<file path="config.mk">
export PLATFORM = sky130hd
export DESIGN_NAME = voice_allocator
export DESIGN_NICKNAME = d
export VERILOG_FILES = /design/src/rtl/voice_allocator.sv
export SDC_FILE = /design/constraint.sdc
export NUM_CORES = 1
export LEC_CHECK = 0
export BUFFER_PORTS_ARGS = -buffer_cell sky130_fd_sc_hd__buf_2
export CAP_MARGIN = 40
export CORE_ASPECT_RATIO = 2
export CORE_MARGIN = 3
export CORE_UTILIZATION = 60
export CTS_CLUSTER_SIZE = 8
export DETAILED_ROUTE_END_ITERATION = 10
export GPL_TIMING_DRIVEN = 0
export PLACE_DENSITY = 0.85
export SLEW_MARGIN = 0
export SYNTH_ARGS = -nofsm -noshare
export SYNTH_HDL_FRONTEND = slang
export SYNTH_SLANG_ARGS = --single-unit
</file>
<file path="constraint.sdc">
create_clock -name clk -period 12.3 [get_ports clk]
set_input_delay 1.845 -clock clk [delete_from_list [all_inputs] [get_ports clk]]
set_output_delay 1.845 -clock clk [all_outputs]
set_load 0.05 [all_outputs]
</file>
<file path="src/rtl/voice_allocator.sv">
// voice_allocator
// ---------------------------------------------------------------------------
// Polyphonic voice allocator. Takes note-on/note-off key events over a
// valid/ready handshake and assigns each note to one of NUM_VOICES sine
// oscillator voices. A note-on first retriggers a voice already sounding the
// same frequency, then takes the lowest free voice, and otherwise steals the
// oldest gated voice. A note-off releases the matching voice and keeps its
// frequency so the oscillator holds pitch through its release.
//
// Each event takes two cycles. The handshake is in IDLE, and the commit is in
// EXEC.
//
// Ports
//   clk           1 MHz system clock
//   rst           asynchronous, active-high reset
//   ev_valid      key event present
//   ev_ready      allocator can accept an event (IDLE and not in reset)
//   ev_on         1 = note-on, 0 = note-off
//   ev_freq       note frequency in Hz; also the note identity
//   all_off       panic level: clears every gate and age at the next edge
//   voice_freq    per-voice frequency, voice v at [v*FREQ_W +: FREQ_W]
//   voice_gate    per-voice "sounding" flag
//   voice_retrig  one-cycle pulse telling an oscillator to restart phase
//   active_count  number of gated voices
//   steal_count   saturating count of voice steals
// ---------------------------------------------------------------------------
module voice_allocator #(
  parameter int NUM_VOICES = 4,
  parameter int FREQ_W     = 12,
  parameter int AGE_W      = 8
) (
  input  logic                         clk,
  input  logic                         rst,
  input  logic                         ev_valid,
  output logic                         ev_ready,
  input  logic                         ev_on,
  input  logic [FREQ_W-1:0]            ev_freq,
  input  logic                         all_off,
  output logic [NUM_VOICES*FREQ_W-1:0] voice_freq,
  output logic [NUM_VOICES-1:0]        voice_gate,
  output logic [NUM_VOICES-1:0]        voice_retrig,
  output logic [3:0]                   active_count,
  output logic [7:0]                   steal_count
);

  localparam int                IDX_W      = $clog2(NUM_VOICES);
  localparam logic [FREQ_W-1:0] RESET_FREQ = FREQ_W'(440);
  localparam logic [AGE_W-1:0]  AGE_MAX    = '1;

  typedef enum logic {IDLE, EXEC} state_e;

  state_e                  state_q, state_d;
  logic                    ev_on_q, ev_on_d;
  logic [FREQ_W-1:0]       ev_freq_q, ev_freq_d;
  logic [FREQ_W-1:0]       freq_q [NUM_VOICES];
  logic [FREQ_W-1:0]       freq_d [NUM_VOICES];
  logic [AGE_W-1:0]        age_q  [NUM_VOICES];
  logic [AGE_W-1:0]        age_d  [NUM_VOICES];
  logic [NUM_VOICES-1:0]   gate_q, gate_d;
  logic [NUM_VOICES-1:0]   retrig_q, retrig_d;
  logic [3:0]              active_q, active_d;
  logic [7:0]              steal_q, steal_d;

  // Voice search results, all taken against the latched event.
  logic                    match_hit, free_hit;
  logic [IDX_W-1:0]        match_idx, free_idx, old_idx;
  logic [AGE_W-1:0]        old_age;

  // Commit decision.
  logic                    commit;
  logic [IDX_W-1:0]        target;

  assign ev_ready = (state_q == IDLE) && !rst;

  // NOTE: every variable written in an always_comb gets a default value
  // first, so no path leaves it unassigned and no latch is inferred.
  always_comb begin
    match_hit = 1'b0;
    match_idx = '0;
    free_hit  = 1'b0;
    free_idx  = '0;
    old_idx   = '0;
    old_age   = '0;
    for (int v = 0; v < NUM_VOICES; v++) begin
      if (!match_hit && gate_q[v] && (freq_q[v] == ev_freq_q)) begin
        match_hit = 1'b1;
        match_idx = IDX_W'(v);
      end
      if (!free_hit && !gate_q[v]) begin
        free_hit = 1'b1;
        free_idx = IDX_W'(v);
      end
      // Strictly greater, so ties go to the lowest index.
      if (age_q[v] > old_age) begin
        old_age = age_q[v];
        old_idx = IDX_W'(v);
      end
    end
  end

  always_comb begin
    state_d   = state_q;
    ev_on_d   = ev_on_q;
    ev_freq_d = ev_freq_q;
    freq_d    = freq_q;
    age_d     = age_q;
    gate_d    = gate_q;
    retrig_d  = '0;
    steal_d   = steal_q;
    commit    = 1'b0;
    target    = '0;

    case (state_q)
      IDLE: begin
        if (ev_valid) begin
          state_d   = EXEC;
          ev_on_d   = ev_on;
          ev_freq_d = ev_freq;
        end
      end
      EXEC: begin
        state_d = IDLE;
        // A panic during EXEC consumes the latched event without applying it.
        if (!all_off) begin
          if (ev_on_q) begin
            if (ev_freq_q != '0) begin
              commit = 1'b1;
              if (match_hit) begin
                target = match_idx;
              end else if (free_hit) begin
                target = free_idx;
              end else begin
                target = old_idx;
                if (steal_q != 8'hFF) steal_d = steal_q + 8'd1;
              end
            end
          end else if (match_hit) begin
            gate_d[match_idx] = 1'b0;
          end
        end
      end
      default: state_d = IDLE;
    endcase

    if (commit) begin
      for (int v = 0; v < NUM_VOICES; v++) begin
        if (gate_q[v] && (IDX_W'(v) != target) && (age_q[v] != AGE_MAX))
          age_d[v] = age_q[v] + 1'b1;
      end
      freq_d[target]   = ev_freq_q;
      gate_d[target]   = 1'b1;
      retrig_d[target] = 1'b1;
      age_d[target]    = '0;
    end

    // Frequencies are kept so that released oscillators hold pitch.
    if (all_off) begin
      gate_d = '0;
      for (int v = 0; v < NUM_VOICES; v++) age_d[v] = '0;
    end

    active_d = '0;
    for (int v = 0; v < NUM_VOICES; v++) active_d = active_d + 4'(gate_d[v]);
  end

  // NOTE: state registers use non-blocking assignments only, so every flop
  // samples its next value from before this clock edge.
  always_ff @(posedge clk or posedge rst) begin
    if (rst) begin
      state_q   <= IDLE;
      ev_on_q   <= 1'b0;
      ev_freq_q <= '0;
      gate_q    <= '0;
      retrig_q  <= '0;
      active_q  <= '0;
      steal_q   <= '0;
      // NOTE: the per-voice arrays are reset on purpose. The oscillators
      // must see a defined 440 Hz and the ages must start equal. The arrays
      // are small, so they are flops rather than RAM.
      for (int v = 0; v < NUM_VOICES; v++) begin
        freq_q[v] <= RESET_FREQ;
        age_q[v]  <= '0;
      end
    end else begin
      state_q   <= state_d;
      ev_on_q   <= ev_on_d;
      ev_freq_q <= ev_freq_d;
      gate_q    <= gate_d;
      retrig_q  <= retrig_d;
      active_q  <= active_d;
      steal_q   <= steal_d;
      for (int v = 0; v < NUM_VOICES; v++) begin
        freq_q[v] <= freq_d[v];
        age_q[v]  <= age_d[v];
      end
    end
  end

  for (genvar g = 0; g < NUM_VOICES; g++) begin : g_pack
    assign voice_freq[g*FREQ_W +: FREQ_W] = freq_q[g];
  end

  assign voice_gate   = gate_q;
  assign voice_retrig = retrig_q;
  assign active_count = active_q;
  assign steal_count  = steal_q;

endmodule

</file>
Word-level counts from Yosys, hierarchy flattened
Index checks and enable logic that the tools add are counted.
- magnitude comparators: 10
- eq/ne operators: 12
- bitwise gates (word level): 10
- reductions and logical operators: 36
- $add $sub $neg: 8
- mux-type cells: 58
- operators by type and width (cell ; count):
    $mux W8 ; 12
    $mux W32 ; 2
    $bwmux W48 ; 1
    $eq A12 B12 Y1 ; 4
    $add A8 B1 Y8 const B ; 5
    $ne A8 B8 Y1 const B ; 5
    $and A32 B32 Y32 ; 1
    $not A32 Y32 ; 1
    $mux W4 ; 7
    $demux W12 S2 ; 1
    $gt A8 B8 Y1 ; 3
    $mux W2 ; 12
    $logic_and A1 B1 Y1 ; 22
    $mux W1 ; 18
    $demux W8 S2 ; 1
    $mux W12 ; 1
    $reduce_bool A12 Y1 ; 1
    $logic_not A1 Y1 ; 9
    $gt A8 B1 Y1 const B ; 1
    $reduce_and A7 Y1 ; 1
    $lt A2 B3 Y1 const B ; 2
    $add A3 B1 Y4 ; 1
    $and A4 B4 Y4 ; 1
    $demux W1 S2 ; 2
    other kinds (14) ; 20
- register bits: 114
- word-level logic and storage cells: 149
- output and inout bits: 69
- input bits: 17

Logic depth before layout (Yosys ltp)
- word-level depth: 31
- depth in mapped cells: 35
- depth with buffers taken out: 31

Worst setup path before layout
Ideal clock, no wire load.
- path kind: register -> register
- from: register age_q[24] (netlist bit)
- to: register active_q[1] (netlist: active_count[1])
- required time: 12174 ps
- data arrival time: 6856 ps
- clock period less this slack: 6982 ps
- stages on the path, launching flop included: 32
- path slack: 5318 ps
- cell sequence: dfrtp_1 > inv_1 > ha_1 > nand4_1 > nand2_1 > ha_1 > nor2b_1 > o211ai_1 > a21oi_1 > o22ai_1 > clkbuf_1 > mux2i_1 > ha_1 > a211oi_1 > nor2_1 > o31ai_1 > or2_2 > clkbuf_1 > clkbuf_1 > o21ai_0 > ha_1 > nand4_1 > o21ai_0 > a31oi_1 > or3_4 > a211oi_1 > a21oi_1 > or3_1 > fa_1 > inv_1 > ha_1 > ha_1
- cells in the longest elaborated chain, start to end: 24
- RTL lines (element ; line ; source):
    from (decl) ; 57 ; logic [AGE_W-1:0] age_q [NUM_VOICES];
    from (signal, indexed assignment) ; 194 ; age_q[v] <= age_d[v];
    $gt A8 B1 Y1 ; 94 ; if (age_q[v] > old_age) begin
    $mux W8 (*) ; 94 ;
    $gt A8 B8 Y1 ; 94 ;
    $mux W8 ; 94 ;
    $gt A8 B8 Y1 ; 94 ;
    $mux W8 ; 94 ;
    $gt A8 B8 Y1 ; 94 ;
    $mux W2 (*) ; 94 ;
    [... 9 more ...] ; - ;
    $demux W1 S2 (*) ; 151 ; gate_d[target] = 1'b1;
    $or A4 B4 Y4 (no line) (*) ; - ;
    $mux W4 (*) ; 145 ; if (commit) begin
    $mux W4 (*) ; 157 ; if (all_off) begin
    $add A1 B1 Y2 ; 163 ; for (int v = 0; v < NUM_VOICES; v++) active_d = active_d + 4'(gate_d[v]);
    $add A2 B1 Y3 ; 163 ;
    $add A3 B1 Y4 (*) ; 163 ;
    net active_d[1] ; 61 ; logic [3:0] active_q, active_d;
    to (signal assigned) ; 190 ; active_q <= active_d;
    to (decl) ; 61 ;
Mark *: on every way through the listed nets, which the timed path passes. The rest lies on a longest branch.
A chain may end at the register's enable or synchronous reset.

Worst setup path in the final report
Ends and elaborated chain as after synthesis.

==> results.py <==
metrics = {
    "timing": {
        "worst_pin_slew_ns": 0.878,
        "finClkSkew_ns": 0.00915,
        "setup_slack_ns": 3.59,
        "fin_crit_sh_pct": 70.8,
        "setup_viol": 0,
        "rsz0062_at_grt": "no",
        "finalHoldViolCount": 0,
        "maxSlewViolCount": 0,
        "maxSlewHeadroom_pct": 41.2,
        "fmax_mhz": 115,
        "period_minus_slack_ns": 8.71,
        "setup-tns-final_ns": 0,
    },
    "clocking": {
        "cts.sinks": 113,
        "root_buffer": "clkbuf_16",
        "cts_buffers": 17,
        "clk_pin_slew_worst_paths_ns": 0.05,
        "htree_levels": 4,
        "cts-hold-fix-buffers": 0,
        "clockBufferDepth": 2,
        "cts_resized": 0,
        "post_cts_buffers": 0,
        "cts_tree": "yes",
        "worstSkewPairLatency_ns": 0.42,
    },
    "setup_path": {
        "crit_fanout": 10,
        "path_class": "register to register",
        "critPathMaxStageDelay_ns": 0.57,
        "cp-end-kind": "register",
        "crit_path_frequent_cell": "ha_1",
        "worstPathRequired_ns": 12.59,
        "cp_slowest_cell": "fa_1",
        "start_kind": "register",
        "arrival_ns": 9.00,
    },
    "layout": {
        "instances_no_fill": 908,
        "nFillCells": 706,
        "drive_above_1_share_pct": 30.1,
        "n_antenna_cell": 0,
        "finish.utilization_pct": 73.4,
        "area_growth_pct": 18.1,
        "design_area_um2": 8080,
        "fin_nets": 805,
    },
    "logic_synthesis": {
        "synth_edf_count": 0,
        "syn_nets": 701,
        "synth_cells": 651,
        "yosysWarnings": 0,
        "ys_types": 67,
        "yosysSeqAreaShare_pct": 41.7,
        "netlist_area_um2": 6850,
        "ys_ff_latch": 113,
        "yosys_most_used_dff": "dfrtp_1",
        "avgSynthCellArea_um2": 10.5,
        "ys_async_sr_fraction_pct": 100,
    },
    "route": {
        "via_per_inst": 6.42,
        "remaining_drc_errors": 0,
        "wl_per_cell_um": 21.7,
        "ant_nets": 0,
        "vias": 5826,
        "first_pass_iters": 5,
        "totalWireLength_um": 19700,
        "drt-initial-drc-count": 427,
    },
    "floorplan": {
        "initial_core_util_pct": 62.2,
        "die_h_um": 157,
        "ioPinCount": 86,
        "fp.dieW_um": 81.5,
        "num_rows": 54,
        "die_area_um2": 12800,
        "core_um2": 11000,
    },
    "power_and_ir_drop": {
        "power_frac_clock_pct": 41.3,
        "power_leakage_uw": 0.00384,
        "p_seq_share_pct": 35.6,
        "switchingPower_uw": 406,
        "internal-power_uw": 843,
        "peakVddDrop_mv": 0.168,
        "power_density_nw_per_um2": 155,
        "p_comb_share_pct": 23.2,
        "p_sw_share_pct": 32.5,
    },
    "outcome": {
        "status": "finished, final reports clean",
    },
    "global_routing": {
        "grt_use_total_pct": 33.0,
        "grt_pass1_wl_um": 31600,
        "grt_pass1_vias": 6224,
        "antenna_found_initial": 0,
        "overflow": 0,
        "grt_max_degree": 69,
    },
    "placement": {
        "io_buffers": 84,
        "dpl.hpwl_um": 14100,
        "place_ws_ns": 3.93,
        "routabilityCongestion": 0.911,
        "postPlaceCellArea_um2": 7470,
        "placed_cells": 876,
    },
    "hold_path": {
        "hp-class": "register to register",
    },
    "job": {
        "maxCapViolCount": 0,
    },
}
## critical path, delay by kind of cell (launching register included)
| kind | cells | cell delay [ns] |
|---|---|---|
| AND/OR/NAND/NOR | 8 | 1.75 |
| multiplexers | 1 | 0.31 |
| AO/OA/AOI/OAI | 10 | 2.66 |
| adder cells (fa/ha/maj) | 7 | 2.18 |
| flip-flops | 1 | 0.51 |
| buffers and inverters | 5 | 1.18 |
## per-layer routing
metal | wire length, µm | vias to the layer above | track usage (%) | part of all wire [%]
met2 | 10800 | 279 | 58.8 | 55
met5 | 0 | - | 0 | 0
li1 | - | 2571 | - | -
met4 | 1520 | 0 | 26.1 | 7.7
met3 | 988 | 107 | 7.33 | 5.0
met1 | 6350 | 2869 | 31.3 | 32
## logic make-up (layout without fill, tap and decap cells)
kind of cell,Yosys count,in the layout,synth area share (%)
and+or+nand+nor,197,197,15.6
AOI/OAI and AO/OA,115,115,11.5
DFF,113,113,41.7
muxes,69,69,12.4
buffers and inverters,65,182,5.12
xor gates and xnor gates,58,58,7.42
adders and majority gates,33,33,6.14
other,1,1,0.0548
## area by class of cell
class	instances	area [µm²]	share of cell area, %
sequential	113	2850	35.3
tap	140	175	2.17
clock buffer	20	457	5.65
clock inverter	12	156	1.93
multi-input combinational	473	3640	45.1
inverter	31	119	1.47
timing repair buffer	85	448	5.54
buffer	34	234	2.89
## Yosys cell counts (4+ instances only)
| library cell | instances | area share, % |
|---|---|---|
| nand2b_1 | 4 | 0.37 |
| nor4_1 | 6 | 0.55 |
| mux2_4 | 22 | 4.8 |
| and3_1 | 10 | 0.91 |
| dfrtp_1 | 93 | 34 |
| nor3_1 | 9 | 0.66 |
| o221ai_1 | 7 | 0.90 |
| o31ai_1 | 5 | 0.55 |
| xnor2_1 | 56 | 7.2 |
| dfstp_2 | 20 | 7.7 |
| o211ai_1 | 12 | 1.3 |
| nand4_1 | 27 | 2.5 |
| o21ai_0 | 25 | 1.8 |
| inv_1 | 30 | 1.6 |
| clkbuf_1 | 15 | 0.82 |
| buf_4 | 8 | 0.88 |
| mux2_2 | 35 | 5.8 |
| mux2i_1 | 7 | 1.0 |
| mux2_1 | 5 | 0.82 |
| o22ai_1 | 5 | 0.46 |
| nand3_1 | 20 | 1.5 |
| a21oi_1 | 19 | 1.4 |
| a31oi_1 | 9 | 0.82 |
| nor2b_1 | 5 | 0.46 |
| nand2_1 | 53 | 2.9 |
| and2_1 | 11 | 1.0 |
| buf_6 | 10 | 1.6 |
| nor2_1 | 29 | 1.6 |
| ha_1 | 32 | 5.8 |
| a211oi_1 | 4 | 0.44 |
## final timing paths
check	start	end	slack, ns	depth (start not counted)
min in group asynchronous	rst	ev_freq_q[9]$_DFFE_PP0P_	1.51	2
hold / removal	steal_count[5]$_DFFE_PP0P_	steal_count[5]$_DFFE_PP0P_	0.51	1
max in group asynchronous	rst	voice_freq[41]$_DFFE_PP1P_	10.00	3
setup / recovery	age_q[24]$_DFFE_PP0P_	active_count[1]$_DFF_PP0_	3.59	31
hold reg to reg	steal_count[5]$_DFFE_PP0P_	steal_count[5]$_DFFE_PP0P_	0.51	1
setup reg to reg	age_q[24]$_DFFE_PP0P_	active_count[1]$_DFF_PP0_	3.59	31
## layout by cell type (no fill, tap or decap), drive strengths merged, types with 9 or more instances in the layout
cell,Yosys,layout
xnor2,56,56
clkbuf,15,35
dfrtp,93,93
a31oi,9,9
a21oi,20,20
dfstp,20,20
nor4,9,9
nor2,29,29
nand4,27,27
nand3,21,21
ha,32,32
mux2,62,62
buf,19,104
nor3,9,9
o21ai,27,27
and3,10,10
and2,11,11
inv,31,33
nand2,53,53
o211ai,12,12
## sequential cells by signal, summed over array words and instances, names as in the netlist
name          cells
steal_count       8
state_q           1
active_count      3
voice_retrig      4
voice_freq       48
ev_on_q           1
voice_gate        4
ev_freq_q        12
age_q            32
## power groups by stage
stage / registers, µW / clock network [µW] / logic, µW
floorplan: 530 / 0 / 133
global placement: 445 / 0 / 275
detailed placement: 448 / 0 / 284
CTS: 443 / 515 / 289
global route: 447 / 533 / 304
finish: 444 / 516 / 289
## metrics by stage
stage | hold WS, ns | total power (µW)
3_5_place_dp | 0.495 | 732
5_1_grt | 0.539 | 1280
4_1_cts | 0.506 | 1250
6_report | 0.508 | 1250
3_3_place_gp | 0.479 | 720
2_1_floorplan | 0.508 | 663
Power figures use the tool's default switching activity.
